==> config.mk <==
export PLATFORM = sky130hd
export DESIGN_NAME = mfcc_pack_flat
export DESIGN_NICKNAME = d
export VERILOG_FILES = /design/src/rtl/mfcc_pack_pkg.sv /design/src/rtl/mfcc_pack_if.sv /design/src/rtl/mfcc_pack.sv /design/src/flat_wrapper.sv
export SDC_FILE = /design/constraint.sdc
export NUM_CORES = 1
export LEC_CHECK = 0
export BUFFER_PORTS_ARGS = -buffer_cell sky130_fd_sc_hd__buf_2
export CORE_UTILIZATION = 40
export DETAILED_ROUTE_END_ITERATION = 10
export SLEW_MARGIN = 5
export SYNTH_ARGS = -nofsm -noshare
export SYNTH_HDL_FRONTEND = slang
export SYNTH_SLANG_ARGS = --single-unit
==> constraint.sdc <==
create_clock -name clk_i -period 3.6 [get_ports clk_i]
set_input_delay 0.72 -clock clk_i [delete_from_list [all_inputs] [get_ports clk_i]]
set_output_delay 0.72 -clock clk_i [all_outputs]
set_load 0.03 [all_outputs]
==> src/rtl/mfcc_pack_pkg.sv <==
// Shared system configuration: MFCC feature geometry and the CONV1 input
// constants that the packed feature vector has to match.
package mfcc_pack_pkg;

  localparam int FEAT_BW    = 8;
  localparam int NUM_FEAT   = 13;
  localparam int NUM_FRAMES = 50;

  // First convolution layer consumes one MFCC vector per input column
  localparam int CONV1_IN_CH     = NUM_FEAT;
  localparam int CONV1_IN_LEN    = NUM_FRAMES;
  localparam int CONV1_VECTOR_BW = FEAT_BW * NUM_FEAT;

  localparam int VECTOR_BW = CONV1_VECTOR_BW;

  // Counter width for a 0..range-1 counter, never narrower than one bit
  function automatic int cnt_w(input int range);
    return (range > 1) ? $clog2(range) : 1;
  endfunction

endpackage

==> src/rtl/mfcc_pack_if.sv <==
// Coefficient stream in, packed vector stream out.
interface mfcc_pack_if
  import mfcc_pack_pkg::*;
#(
  parameter int FEAT_BW   = mfcc_pack_pkg::FEAT_BW,
  parameter int VECTOR_BW = mfcc_pack_pkg::VECTOR_BW
);
  logic [FEAT_BW-1:0]   data_i;
  logic                 valid_i;
  logic                 ready_o;
  logic [VECTOR_BW-1:0] data_o;
  logic                 valid_o;
  logic                 last_o;
  logic                 ready_i;

  // Block side
  modport slave (
    input  data_i, valid_i, ready_i,
    output ready_o, data_o, valid_o, last_o
  );

  // Producer / accelerator side
  modport master (
    output data_i, valid_i, ready_i,
    input  ready_o, data_o, valid_o, last_o
  );
endinterface

==> src/rtl/mfcc_pack.sv <==
// Packs NUM_FEAT serial coefficients into one vector for the recognition
// accelerator. Elements 0..NUM_FEAT-2 sit in an assembly register; the final
// element loads the output register directly, so assembly of the next vector
// continues while the output is stalled downstream.
module mfcc_pack
  import mfcc_pack_pkg::*;
#(
  parameter int FEAT_BW    = mfcc_pack_pkg::FEAT_BW,
  parameter int NUM_FEAT   = mfcc_pack_pkg::NUM_FEAT,
  parameter int NUM_FRAMES = mfcc_pack_pkg::NUM_FRAMES,
  parameter int VECTOR_BW  = FEAT_BW * NUM_FEAT
) (
  input logic       clk_i,
  input logic       rst_n_i,
  mfcc_pack_if.slave bus
);

  localparam int EW = cnt_w(NUM_FEAT);
  localparam int FW = cnt_w(NUM_FRAMES);

  localparam logic [EW-1:0] ELEM_LAST  = EW'(NUM_FEAT - 1);
  localparam logic [FW-1:0] FRAME_LAST = FW'(NUM_FRAMES - 1);

  logic [EW-1:0]                        elem_cnt;
  logic [FW-1:0]                        frame_cnt;
  logic [NUM_FEAT-2:0][FEAT_BW-1:0]     asm_q;
  logic [VECTOR_BW-1:0]                 data_q;
  logic                                 valid_q;
  logic                                 last_q;
  logic                                 last_elem;
  logic                                 ready;
  logic                                 in_xfer;
  logic                                 out_xfer;
  logic                                 vec_done;

  // Only the closing element needs a free output register; the rest always
  // land in the assembly register. Independent of valid_i by construction.
  assign last_elem = (elem_cnt == ELEM_LAST);
  assign ready     = !last_elem || !valid_q || bus.ready_i;
  assign in_xfer   = bus.valid_i && ready;
  assign out_xfer  = valid_q && bus.ready_i;
  assign vec_done  = in_xfer && last_elem;

  assign bus.ready_o = ready;
  assign bus.data_o  = data_q;
  assign bus.valid_o = valid_q;
  assign bus.last_o  = last_q;

  // Element position within the vector being assembled
  always_ff @(posedge clk_i or negedge rst_n_i) begin
    if (!rst_n_i)     elem_cnt <= '0;
    else if (in_xfer) elem_cnt <= last_elem ? '0 : elem_cnt + 1'b1;
  end

  // Assembly register: element k in slot k, slot 0 ends up in the LSBs
  always_ff @(posedge clk_i or negedge rst_n_i) begin
    if (!rst_n_i) begin
      asm_q <= '0;
    end else if (in_xfer && !last_elem) begin
      for (int k = 0; k < NUM_FEAT - 1; k++)
        if (elem_cnt == EW'(k)) asm_q[k] <= bus.data_i;
    end
  end

  // Output register and frame tracking; a completing vector takes priority
  // over consumption so back-to-back vectors leave valid_o high
  always_ff @(posedge clk_i or negedge rst_n_i) begin
    if (!rst_n_i) begin
      data_q    <= '0;
      valid_q   <= 1'b0;
      last_q    <= 1'b0;
      frame_cnt <= '0;
    end else if (vec_done) begin
      data_q    <= {bus.data_i, asm_q};
      valid_q   <= 1'b1;
      last_q    <= (frame_cnt == FRAME_LAST);
      frame_cnt <= (frame_cnt == FRAME_LAST) ? '0 : frame_cnt + 1'b1;
    end else if (out_xfer) begin
      valid_q   <= 1'b0;
      last_q    <= 1'b0;
    end
  end

endmodule
==> src/flat_wrapper.sv <==
// flat-port wrapper written by rule: the top's interface ports become plain ports
module mfcc_pack_flat import mfcc_pack_pkg::*;
#(
  parameter int FEAT_BW    = mfcc_pack_pkg::FEAT_BW,
  parameter int NUM_FEAT   = mfcc_pack_pkg::NUM_FEAT,
  parameter int NUM_FRAMES = mfcc_pack_pkg::NUM_FRAMES,
  parameter int VECTOR_BW  = FEAT_BW * NUM_FEAT
)
  (clk_i, rst_n_i, bus_data_i, bus_valid_i, bus_ready_i, bus_ready_o, bus_data_o, bus_valid_o, bus_last_o);
  mfcc_pack_if #(.FEAT_BW(FEAT_BW), .VECTOR_BW(VECTOR_BW)) bus_i ();
  input logic clk_i;
  input logic rst_n_i;
  input wire logic [$bits(bus_i.data_i)-1:0] bus_data_i;
  input wire logic [$bits(bus_i.valid_i)-1:0] bus_valid_i;
  input wire logic [$bits(bus_i.ready_i)-1:0] bus_ready_i;
  output wire logic [$bits(bus_i.ready_o)-1:0] bus_ready_o;
  output wire logic [$bits(bus_i.data_o)-1:0] bus_data_o;
  output wire logic [$bits(bus_i.valid_o)-1:0] bus_valid_o;
  output wire logic [$bits(bus_i.last_o)-1:0] bus_last_o;
  assign bus_i.data_i = bus_data_i;
  assign bus_i.valid_i = bus_valid_i;
  assign bus_i.ready_i = bus_ready_i;
  assign bus_ready_o = bus_i.ready_o;
  assign bus_data_o = bus_i.data_o;
  assign bus_valid_o = bus_i.valid_o;
  assign bus_last_o = bus_i.last_o;
  mfcc_pack #(.FEAT_BW(FEAT_BW), .NUM_FEAT(NUM_FEAT), .NUM_FRAMES(NUM_FRAMES), .VECTOR_BW(VECTOR_BW)) u_core (.clk_i(clk_i), .rst_n_i(rst_n_i), .bus(bus_i));
endmodule
Word-level counts from Yosys, hierarchy flattened:

Index checks and enable logic that the tools add are counted.

* $add $sub $neg: 2
* equal/unequal tests: 13
* mux-type cells: 5
* reductions and logical operators: 22

Operator list (number)
* AND reduction 2 bit: 12
* == test 4 bit, second input constant: 5
* == test 4 x 3 -> 1 bit, second input constant: 4
* == test 4 x 2 -> 1 bit, second input constant: 2
* adder 6 x 1 -> 6 bit, second input constant: 1
* == test 6 bit, second input constant: 1
* 2-to-1 mux 6 bit: 1
* adder 4 x 1 -> 4 bit, second input constant: 1
* == test 4 x 1 -> 1 bit, second input constant: 1
* logical AND 1 bit: 4
* logical NOT 4 bit: 1
* 2-to-1 mux 4 bit: 1
* 2-to-1 mux 1 bit: 3
* logical NOT 1 bit: 2
* logical OR 1 bit: 2
* nonzero test 2 bit: 1

* bits in registers: 212
* bits of input ports: 12
* output and inout bits: 107
* word-level logic and storage cells: 59

Logic depth before layout (Yosys ltp):

Gate-level depths: netlist of run 1.

* depth in word-level cells: 7
* gate-level depth with buffers: 9
* depth with buffers taken out: 6

Least setup slack after synthesis of run 1:

No wires, ideal clock.

* kind: input to output
* start point: in bus_ready_i
* end point: out bus_ready_o
* arrival time: 1.294 ns
* required time: 2.880 ns
* path slack: 1.586 ns
* stages: 2
* buffers on the path: 0
* path through: nand2b_1 -> or2_2

* word-level cells in the longest chain between the ends: 1

Ends and longest elaborated chain
* start, declared: RTL line flat_wrapper.sv:15 `input wire logic [$bits(bus_i.ready_i)-1:0] bus_ready_i;`
* logical OR 1 bit: RTL line mfcc_pack.sv:39 `assign ready = !last_elem || !valid_q || bus.ready_i;`
* end, declared: RTL line flat_wrapper.sv:16 `output wire logic [$bits(bus_i.ready_o)-1:0] bus_ready_o;`

Every way passes these cells.

Final worst setup path of run 1:

* start point: reg u_core.elem_cnt[2]
* end point: out bus_ready_o

* word-level cells in the longest chain between the ends: 4

Ends and longest elaborated chain
* start, declared: RTL line mfcc_pack.sv:24 `logic [EW-1:0] elem_cnt;`
* start signal, assigned: RTL line mfcc_pack.sv:52 `else if (in_xfer) elem_cnt <= last_elem ? '0 : elem_cnt + 1'b1;`
* == test 4 bit: RTL line mfcc_pack.sv:38 `assign last_elem = (elem_cnt == ELEM_LAST);`
* logical NOT 1 bit: RTL line mfcc_pack.sv:39
* logical OR 1 bit (2 in a row): RTL line mfcc_pack.sv:39

Every way passes these cells.

==> results of run 1 <==
==> how the worst max path moves through the flow <==
stage	depth (start not counted)	from	slack, ps	end
6_report	3	u_core.elem_cnt[2]$_DFFE_PN0N_	910	bus_ready_o
5_1_grt	3	u_core.elem_cnt[3]$_DFFE_PN0N_	810	bus_ready_o
4_1_cts	3	u_core.elem_cnt[2]$_DFFE_PN0N_	900	bus_ready_o
3_5_place_dp	6	bus_valid_i	1000	u_core.elem_cnt[3]$_DFFE_PN0N_
3_3_place_gp	6	bus_valid_i	1020	u_core.elem_cnt[3]$_DFFE_PN0N_
2_1_floorplan	2	bus_ready_i	1590	bus_ready_o
==> kinds of logic (layout without fill, tap and decap cells) <==
| family | Yosys count | in the layout | synth area share |
|---|---|---|---|
| mux | 98 | 98 | 0.131 |
| simple gates | 354 | 354 | 0.182 |
| fa+ha+maj | 6 | 6 | 0.00892 |
| flops | 212 | 212 | 0.630 |
| buf+inv | 43 | 171 | 0.0357 |
| xor+xnor | 1 | 1 | 0.00104 |
| compound gates | 16 | 16 | 0.0106 |
==> critical path: cells and delay by family, from the launching register on <==
family	cells	cell delay, ps
flops	1	740
simple gates	2	540
buf+inv	1	190
==> per-layer routing <==
metal	vias to the layer above	track usage	wire, um
li1	2574	-	-
met1	2642	0.239	8310
met3	23	0.0286	808
met2	108	0.282	8700
met5	-	0	0
met4	0	0.0402	273
==> power by group through the flow <==
stage                     Combinational, mW  Sequential [mW]  Clock [mW]
after floorplan                        1.27             4.80           0
after global placement                 2.79             4.03           0
after detailed placement               2.85             4.04           0
after CTS                              2.86             4.01        2.45
after global routing                   3.05             4.15        2.56
final                                  2.81             4.00        2.39
==> flip-flops by register name (all words and copies together), names as in the netlist <==
signal,count
u_core.bus.data_o,104
u_core.asm_q,96
u_core.frame_cnt,6
u_core.elem_cnt,4
u_core.bus.last_o,1
u_core.bus.valid_o,1
==> cell usage in the layout, fill, tap and decap left out, types with 2 or more instances in the layout <==
cell                        netlist  layout
sky130_fd_sc_hd__nand3_1          6       6
sky130_fd_sc_hd__a21oi_1          3       3
sky130_fd_sc_hd__o21ai_0          8       8
sky130_fd_sc_hd__o31ai_1          2       2
sky130_fd_sc_hd__clkbuf_8         0       7
sky130_fd_sc_hd__nand2_1        321     321
sky130_fd_sc_hd__inv_1            5       5
sky130_fd_sc_hd__clkbuf_16        0      23
sky130_fd_sc_hd__nor2b_4          1       2
sky130_fd_sc_hd__dfrtp_1        212     212
sky130_fd_sc_hd__clkbuf_1        10       5
sky130_fd_sc_hd__nand2_2          2       2
sky130_fd_sc_hd__nand3_4          6       6
sky130_fd_sc_hd__bufinv_16        0       2
sky130_fd_sc_hd__buf_4            4       5
sky130_fd_sc_hd__buf_12           0       2
sky130_fd_sc_hd__nand4_1          2       2
sky130_fd_sc_hd__nor3_4           3       3
sky130_fd_sc_hd__buf_2            9     117
sky130_fd_sc_hd__clkinv_2         0       2
sky130_fd_sc_hd__mux2_2          93      93
sky130_fd_sc_hd__ha_1             6       6
sky130_fd_sc_hd__mux2_1           3       3
==> final cells by class <==
cell class | count | area [um2]
Clock buffer | 35 | 691
Clock inverter | 6 | 88.8
Fill cell | 1961 | 10500
Inverter | 5 | 18.8
Multi-Input combinational cell | 475 | 2830
Sequential cell | 212 | 5310
Tap cell | 270 | 338
Timing Repair Buffer | 125 | 678
==> metrics by stage <==
| step | cells | setup WS [ps] | power, mW | cell area, um2 |
|---|---|---|---|---|
| 3_3_place_gp | 1087 | 1020 | 6.82 | 9170 |
| 2_1_floorplan | 730 | 1590 | 6.07 | 8420 |
| 4_1_cts | 1128 | 903 | 9.32 | 9950 |
| 5_1_grt | 1128 | 808 | 9.76 | 9950 |
| 6_report | 1128 | 912 | 9.21 | 9950 |
| 3_5_place_dp | 1087 | 1000 | 6.89 | 9170 |
==> reports/results.tsv, run 1 <==
stage	metric	value	unit
status	outcome	complete, no violations	
logic_synthesis	prevailing post-synth register cell	sky130_fd_sc_hd__dfrtp_1	
power_and_ir_drop	net switching power	3.29	mW
setup_path	type of origin of the critical path	register	
setup_path	cell-by-cell trace of the critical path	nand3_1, or2_2, buf_2	
logic_synthesis	library cell with the highest instance count after synthesis	sky130_fd_sc_hd__nand2_1	
layout	share of layout cells above drive strength 1	0.321	
setup_path	Worst R2R Path Depth	7	
logic_synthesis	commonest cells in the netlist	sky130_fd_sc_hd__nand2_1 (321), sky130_fd_sc_hd__dfrtp_1 (212), sky130_fd_sc_hd__mux2_2 (93)	
sta	Setup Skew	11.6	ps
placement	number of port buffers	118	
power_and_ir_drop	static leakage	5.25	nW
clock_tree	clock buffer count from CTS	23	
logic_synthesis	Seq cells post-synth	212	
setup_path	data arrival time of the critical path	1970	ps
clock_tree	worst skew pair latency	500	ps
clock_tree	library cell used as clock root buffer	sky130_fd_sc_hd__clkbuf_16	
layout	Antenna Cells	0	
setup_path	Critical R2R Capture	u_core.elem_cnt[3]$_DFFE_PN0N_	
logic_synthesis	Yosys warning total	0	
clock_tree	CTS tree	yes	
setup_path	worst setup path class	register to primary output	
grt	initial antenna violation count	0	
setup_path	Max Fanout on Critical Path	11	
placement	final weighted congestion of routability-driven global placement	0.726	
floorplan	vertical extent of the die	147	um
floorplan	die outline area	21600	um2
layout	Util after Layout	0.487	
sta	setup repair after global routing missed its margin	false	
setup_path	crit end category	primary output	
setup_path	WP data required	2880	ps
grt	total routing usage reported by global routing	0.172	
logic_synthesis	syn_nets	748	
layout	Layout Nets	860	
sta	setup_tns	0	ps
power_and_ir_drop	part of the power in combinational logic	0.305	
setup_path	cell with the largest stage delay on the worst path	sky130_fd_sc_hd__dfrtp_1	
grt	wire length of the first global-routing pass	29500	um
min_path	Min-Delay Path Class	primary input to async pin	
setup_path	setup slack on the worst flop-to-flop path	1300	ps
clock_tree	buffers inserted during post-CTS setup optimization	0	
routing	mean number of vias per cell	4.74	
sta	final period utilization	0.747	
routing	number of vias in the routed layout	5347	
routing	First-pass DRT Iterations	4	
placement	half-perimeter wire length of the detailed placement result	11200	um
logic_synthesis	fraction of synthesis flops using an asynchronous set or reset pin	1.00	
sta	Worst slew margin	0.427	
sta	post-route minimum period	2690	ps
setup_path	slowest stage delay, CP	740	ps
power_and_ir_drop	maximum resistive drop on vdd	307	uV
grt	via count of the first global-routing pass	5412	
layout	Area growth syn-to-layout	18.2	%
logic_synthesis	cell area after technology mapping	8420	um2
logic_synthesis	number of standard cells after synthesis	730	
clock_tree	count of hold-fix buffers inserted at cts	0	
routing	average wire per cell in the routed design	16.0	um
routing	total wire length after detailed routing	18100	um
logic_synthesis	Seq/Total Area, Yosys	0.630	
logic_synthesis	count of distinct cell types in the synthesized netlist	37	
floorplan	# rows	52	
sta	slew at the pin closest to its max-slew limit	860	ps
clock_tree	post-cts repair resize count	0	
floorplan	placeable core area	20400	um2
logic_synthesis	post-synthesis area per instance	11.5	um2
power_and_ir_drop	sw frac	0.358	
logic_synthesis	top cell type's share of synthesized area	0.630	
logic_synthesis	top cell type by total area after synthesis	sky130_fd_sc_hd__dfrtp_1	
floorplan	initial cell density of the core	0.412	
power_and_ir_drop	power density cells	926	nW/um2
sta	Min Hold Slack	250	ps
logic_synthesis	number of flops mapped to enable cells by yosys	0	
floorplan	die span in x	147	um
sta	Setup Viol. Count Final	0	
grt	pin count of the biggest net entering global routing	111	
clock_tree	buffers from clock root to sink, at most	3	
floorplan	# IOs	119	
clock_tree	clock-pin slew on the worst setup and hold paths	60	ps
flow_run	# Max-Cap Violations	0	
sta	Max Slew Vio Count	0	
power_and_ir_drop	Internal Dissipation	5.91	mW
grt	gr ovfl total	0	
setup_path	Worst R2R Start	u_core.elem_cnt[0]$_DFFE_PN0N_	
logic_synthesis	dominant cells by area after synthesis	sky130_fd_sc_hd__dfrtp_1 (63%), sky130_fd_sc_hd__nand2_1 (14%), sky130_fd_sc_hd__mux2_2 (12%)	
routing	Detail Route Antenna Nets	0	
routing	number of violations reported at the end of detailed-routing iteration 0	267	
routing	post-detailed-route DRC marker count	0	
sta	upper clock frequency limit	372	MHz
power_and_ir_drop	clock group share of total power	0.260	
clock_tree	CTS sink count	212	
clock_tree	count of H-tree levels built during CTS	1	
sta	Final Hold Vio Count	0	
power_and_ir_drop	sequential group share of total power	0.435	
(Power assumes the default switching activity.)
==> run 2: changes to the inputs <==
- clock period: 3.6 -> 2.49 ns (I/O delays scaled with it)
==> reports/results.tsv, run 2 (synthesis results as in run 1) <==
stage	metric	value	unit	change
sta	slew at the pin closest to its max-slew limit	520	ps	-340 ps
layout	Area growth syn-to-layout	19.6	%	
min_path	number of cells on the worst hold path	4		
routing	number of vias in the routed layout	5428		+1.5%
layout	number of fillers in the final layout	1900		-3.1%
layout	Layout Nets	872		+1.4%
clock_tree	CTS sink count	212		unchanged
routing	mean number of vias per cell	4.76		+0.45%
setup_path	WP data required	1990	ps	-890 ps
routing	post-detailed-route DRC marker count	0		unchanged
sta	Setup Skew	13.3	ps	+1.70 ps
routing	average wire per cell in the routed design	16.1	um	+0.30%
setup_path	cell with the largest stage delay on the worst path	sky130_fd_sc_hd__dfrtp_1		
sta	post-route worst setup slack	88.8	ps	-823 ps
placement	number of port buffers	118		unchanged
grt	gr ovfl total	0		unchanged
layout	sequential cell area	5310	um2	unchanged
sta	Worst slew margin	0.654		+0.227
setup_path	type of origin of the critical path	register		
flow_run	# Max-Cap Violations	0		unchanged
placement	post-placement worst setup slack	522	ps	-481 ps
min_path	Hold Crit Endpoint	u_core.bus.last_o$_DFFE_PN0P_		
grt	initial antenna violation count	1		+1
grt	via count of the first global-routing pass	5416		+0.074%
clock_tree	buffers from clock root to sink, at most	3		unchanged
floorplan	die outline area	21600	um2	unchanged
clock_tree	CTS tree	yes		
floorplan	initial cell density of the core	0.412		unchanged
setup_path	kind of cell adding the most delay to the critical path	simple AND/OR/NAND/NOR gates		
grt	pin count of the biggest net entering global routing	66		-41%
setup_path	Critical R2R Capture	u_core.asm_q[31]$_DFFE_PN0P_		
sta	setup repair after global routing missed its margin	false		
sta	Setup Viol. Count Final	0		unchanged
grt	grt met3 use	0.0248		-0.00373
min_path	Worst Hold Launch	bus_ready_i		
clock_tree	worst skew pair latency	510	ps	about the same
power_and_ir_drop	static leakage	5.32	nW	+1.4%
layout	area used by multi-input combinational logic	2830	um2	about the same
layout	share of layout cells above drive strength 1	0.333		+0.0121
floorplan	vertical extent of the die	147	um	unchanged
grt	wire length of the first global-routing pass	30000	um	+1.4%
power_and_ir_drop	clock group share of total power	0.259		about the same
sta	Final Hold Vio Count	0		unchanged
sta	post-route minimum period	2400	ps	
setup_path	Bufs and invs on worst path	2		+1
routing	total wire length after detailed routing	18300	um	+1.4%
placement	final weighted congestion of routability-driven global placement	0.753		+3.6%
floorplan	# IOs	119		unchanged
layout	leading cell types in the layout, fill and taps excluded	sky130_fd_sc_hd__nand2_1 (321), sky130_fd_sc_hd__dfrtp_1 (212), sky130_fd_sc_hd__buf_2 (117)		
floorplan	# rows	52		unchanged
routing	Detail Route Antenna Nets	0		unchanged
clock_tree	count of H-tree levels built during CTS	1		unchanged
power_and_ir_drop	maximum resistive drop on vdd	607	uV	+98%
layout	Util after Layout	0.493		+0.00582
sta	setup_tns	0	ps	unchanged
status	outcome	complete, no violations		
setup_path	crit end category	primary output		
setup_path	Max Fanout on Critical Path	5		-6
power_and_ir_drop	power density cells	1330	nW/um2	+44%
setup_path	data arrival time of the critical path	1900	ps	-70 ps
power_and_ir_drop	Internal Dissipation	8.59	mW	+45%
routing	number of violations reported at the end of detailed-routing iteration 0	197		-26%
setup_path	worst setup path class	register to primary output		
clock_tree	library cell used as clock root buffer	sky130_fd_sc_hd__clkbuf_16		
sta	Max Slew Vio Count	0		unchanged
sta	Min Hold Slack	314	ps	+64.1 ps
setup_path	slowest stage delay, CP	410	ps	-330 ps
power_and_ir_drop	sequential group share of total power	0.430		-0.005
power_and_ir_drop	sw frac	0.358		about the same
grt	GRT busiest layer	met2		
min_path	Min-Delay Path Class	primary input to register		
power_and_ir_drop	net switching power	4.79	mW	+45%
grt	met2 track utilization from global routing	0.288		+0.00519
clock_tree	clock-pin slew on the worst setup and hold paths	70	ps	about the same
setup_path	Worst R2R Path Depth	5		-2
setup_path	cell-by-cell trace of the critical path	inv_1, ha_2, nand3_1, or2_2, buf_2		
layout	number of flip-flops under the largest register name	104		unchanged
setup_path	Worst R2R Start	u_core.elem_cnt[0]$_DFFE_PN0N_		
floorplan	placeable core area	20400	um2	unchanged
grt	total routing usage reported by global routing	0.177		+0.00450
grt	met1 global-route usage	0.248		+0.00892
setup_path	setup slack on the worst flop-to-flop path	580	ps	-720 ps
placement	half-perimeter wire length of the detailed placement result	11500	um	+3.2%
sta	upper clock frequency limit	416	MHz	
routing	First-pass DRT Iterations	4		unchanged
clock_tree	clock buffer count from CTS	23		unchanged
floorplan	die span in x	147	um	unchanged
layout	commonest non-fill, non-tap cell in the layout	sky130_fd_sc_hd__nand2_1		
power_and_ir_drop	part of the power in combinational logic	0.311		+0.006
sta	final period utilization	0.964		
==> run 2: worst register-to-register path, cell delays in order (launching register included) <==
cell,delay [ps]
sky130_fd_sc_hd__dfrtp_1,400
sky130_fd_sc_hd__buf_4,140
sky130_fd_sc_hd__ha_1,330
sky130_fd_sc_hd__nand2_1,160
sky130_fd_sc_hd__nor3_4,380
sky130_fd_sc_hd__mux2_2,390
==> run 2: how the worst max path moves through the flow <==
stage / endpoint / startpoint / slack (ps) / cells past startpoint
after floorplan: u_core.asm_q[0]$_DFFE_PN0P_ / u_core.elem_cnt[0]$_DFFE_PN0N_ / 800 / 5
after global placement: u_core.frame_cnt[0]$_DFFE_PN0P_ / bus_valid_i / 550 / 6
after detailed placement: u_core.frame_cnt[0]$_DFFE_PN0P_ / bus_valid_i / 520 / 6
after CTS: bus_ready_o / u_core.elem_cnt[0]$_DFFE_PN0N_ / 40 / 5
after global routing: bus_ready_o / u_core.elem_cnt[0]$_DFFE_PN0N_ / 7 / 5
final: bus_ready_o / u_core.elem_cnt[0]$_DFFE_PN0N_ / 90 / 5
==> run 2: power groups by stage <==
stage | logic, mW | clock network, mW | registers, mW
final | 4.16 | 3.47 | 5.75
after global routing | 4.54 | 3.70 | 5.95
after CTS | 4.21 | 3.56 | 5.76
after detailed placement | 4.20 | 0 | 5.80
after global placement | 4.12 | 0 | 5.77
after floorplan | 1.84 | 0 | 6.93
==> run 2: timing repair <==
| action | in CTS | in global routing |
|---|---|---|
| endpoints found under the hold margin | 59 | 0 |
| hold buffers | 1 | 0 |
| setup endpoints to repair | 0 | 1 |
| buffers inserted | 0 | 1 |
| gates resized for setup | 0 | 1 |
==> run 2: layout make-up <==
type | count | share of cell area
Sequential cell | 212 | 0.527
Multi-Input combinational cell | 475 | 0.281
Timing Repair Buffer | 137 | 0.0791
Clock buffer | 29 | 0.0634
Tap cell | 270 | 0.0336
Clock inverter | 11 | 0.0137
Inverter | 5 | 0.00186
Antenna cell | 1 | 0.000249
==> run 2: metal layers <==
layer | vias up | routed length [um]
li1 | 2600 | -
met1 | 2691 | 8560
met2 | 114 | 8870
met3 | 23 | 651
met4 | 0 | 255
met5 | - | 0
==> run 2: per-stage QoR <==
step / instances / cell area (um2) / total power, mW
floorplan: 730 / 8420 / 8.77
global placement: 1097 / 9270 / 9.88
detailed placement: 1097 / 9270 / 10.0
CTS: 1138 / 10100 / 13.5
global route: 1140 / 10100 / 14.2
finish: 1140 / 10100 / 13.4
==> run 3: changes to the inputs <==
- BUFFER_PORTS_ARGS: -buffer_cell sky130_fd_sc_hd__buf_2 -> -buffer_cell sky130_fd_sc_hd__buf_4
==> reports/results.tsv, run 3 (synthesis results as in run 1) <==
stage	metric	value	unit	change
sta	final period utilization	0.959		-0.00582
layout	leading cell types in the layout, fill and taps excluded	sky130_fd_sc_hd__nand2_1 (321), sky130_fd_sc_hd__dfrtp_1 (212), sky130_fd_sc_hd__buf_4 (123)		
grt	via count of the first global-routing pass	5338		-1.4%
clock_tree	buffers from clock root to sink, at most	3		unchanged
routing	number of violations reported at the end of detailed-routing iteration 0	217		+10%
floorplan	# rows	52		unchanged
layout	commonest non-fill, non-tap cell in the layout	sky130_fd_sc_hd__nand2_1		
sta	Setup Skew	8.22	ps	-5.12 ps
floorplan	vertical extent of the die	147	um	unchanged
min_path	Hold Crit Endpoint	u_core.bus.last_o$_DFFE_PN0P_		
layout	share of layout cells above drive strength 1	0.323		-0.00969
power_and_ir_drop	power density cells	1320	nW/um2	-0.34%
layout	number of flip-flops under the largest register name	104		unchanged
setup_path	cell with the largest stage delay on the worst path	sky130_fd_sc_hd__dfrtp_1		
grt	pin count of the biggest net entering global routing	75		+14%
clock_tree	library cell used as clock root buffer	sky130_fd_sc_hd__clkbuf_16		
min_path	Worst Hold Launch	bus_ready_i		
grt	wire length of the first global-routing pass	29500	um	-1.6%
sta	Min Hold Slack	336	ps	+22.2 ps
clock_tree	clock-pin slew on the worst setup and hold paths	60	ps	about the same
clock_tree	CTS sink count	212		unchanged
sta	slew at the pin closest to its max-slew limit	599	ps	+79.6 ps
placement	post-placement worst setup slack	487	ps	-35.4 ps
placement	half-perimeter wire length of the detailed placement result	11500	um	-0.16%
placement	number of port buffers	118		unchanged
layout	Area growth syn-to-layout	22.3	%	
sta	upper clock frequency limit	419	MHz	+0.61%
routing	total wire length after detailed routing	18200	um	-0.69%
grt	gr ovfl total	0		unchanged
setup_path	data arrival time of the critical path	1890	ps	about the same
setup_path	Max Fanout on Critical Path	6		+1
setup_path	cell-by-cell trace of the critical path	inv_1, ha_1, nand3_1, or2_2, buf_4		
routing	mean number of vias per cell	4.73		-0.73%
setup_path	Worst R2R Path Depth	7		+2
setup_path	Critical R2R Capture	u_core.elem_cnt[3]$_DFFE_PN0N_		
setup_path	Worst R2R Start	u_core.elem_cnt[0]$_DFFE_PN0N_		
clock_tree	buffers inserted during post-CTS setup optimization	0		unchanged
sta	Worst slew margin	0.601		-0.0531
floorplan	die span in x	147	um	unchanged
power_and_ir_drop	static leakage	5.31	nW	-0.23%
setup_path	worst setup path class	register to primary output		
floorplan	# IOs	119		unchanged
setup_path	crit end category	primary output		
routing	average wire per cell in the routed design	16.1	um	about the same
sta	Setup Viol. Count Final	0		unchanged
routing	number of vias in the routed layout	5346		-1.5%
setup_path	type of origin of the critical path	register		
sta	post-route worst setup slack	103	ps	+14.5 ps
grt	total routing usage reported by global routing	0.173		-0.00341
clock_tree	count of hold-fix buffers inserted at cts	1		unchanged
clock_tree	CTS tree	yes		
placement	final weighted congestion of routability-driven global placement	0.767		+1.9%
clock_tree	clock buffer count from CTS	22		-4.3%
layout	Antenna Cells	0		-1
floorplan	placeable core area	20400	um2	unchanged
sta	setup_tns	0	ps	unchanged
clock_tree	post-cts repair resize count	0		unchanged
setup_path	WP data required	1990	ps	about the same
routing	post-detailed-route DRC marker count	0		unchanged
clock_tree	count of H-tree levels built during CTS	1		unchanged
sta	Final Hold Vio Count	0		unchanged
sta	Max Slew Vio Count	0		unchanged
clock_tree	worst skew pair latency	500	ps	about the same
sta	setup repair after global routing missed its margin	false		
setup_path	setup slack on the worst flop-to-flop path	490	ps	-90 ps
setup_path	slowest stage delay, CP	430	ps	+20 ps
min_path	number of cells on the worst hold path	4		unchanged
sta	post-route minimum period	2390	ps	-14.5 ps
power_and_ir_drop	maximum resistive drop on vdd	614	uV	+1.2%
setup_path	critical path launch point	u_core.elem_cnt[0]$_DFFE_PN0N_		
routing	First-pass DRT Iterations	5		+1
floorplan	initial cell density of the core	0.412		unchanged
layout	Layout Nets	865		-0.80%
flow_run	# Max-Cap Violations	0		unchanged
min_path	Min-Delay Path Class	primary input to register		
floorplan	die outline area	21600	um2	unchanged
status	outcome	complete, no violations		
grt	initial antenna violation count	0		-1
routing	Detail Route Antenna Nets	0		unchanged
[run 3: worst max-delay path: cells and delay by family, from the launching register on]
kind,cells,cell delay [ps]
AND/OR/NAND/NOR,2,440
buffers and inverters,2,290
adder cells (fa/ha/maj),1,220
flip-flops,1,430
[run 3: metrics by stage]
stage	utilization	power [mW]	cell area (um2)	instances
CTS	0.504	13.8	10300	1131
global route	0.504	14.4	10300	1131
global placement	0.467	10.3	9550	1092
floorplan	-	8.77	8420	730
detailed placement	0.467	10.4	9550	1092
finish	0.504	13.6	10300	1131
[run 3: per-layer routing]
layer	part of all wire	GRT usage	wire (um)
met1	0.46	0.245	8450
met2	0.48	0.279	8810
met5	0	0	0
met3	0.038	0.0261	688
met4	0.015	0.0464	268
[run 3: worst max-delay path by stage]
stage / end / slack [ps] / cells past startpoint
floorplan: u_core.asm_q[0]$_DFFE_PN0P_ / 800 / 5
global placement: u_core.elem_cnt[3]$_DFFE_PN0N_ / 540 / 6
detailed placement: u_core.elem_cnt[3]$_DFFE_PN0N_ / 490 / 7
CTS: bus_ready_o / 100 / 5
global route: bus_ready_o / 4 / 5
finish: bus_ready_o / 100 / 5
[run 3: area by class of cell]
| class | count | area (um2) |
|---|---|---|
| fillers | 1863 | 10100 |
| flip-flops and latches | 212 | 5310 |
| clock buffers | 32 | 659 |
| well taps | 270 | 338 |
| repair buffers | 131 | 1070 |
| multi-input cells | 475 | 2830 |
| clock inverters | 6 | 80.1 |
| inverters | 5 | 18.8 |
[run 3: where the power goes]
| group | total, mW | internal (mW) | switching (mW) | leakage [nW] |
|---|---|---|---|---|
| clock | 3.34 | 2.04 | 1.30 | 0.368 |
| sequential | 5.75 | 4.92 | 0.829 | 2.72 |
| combinational | 4.55 | 1.92 | 2.63 | 2.22 |
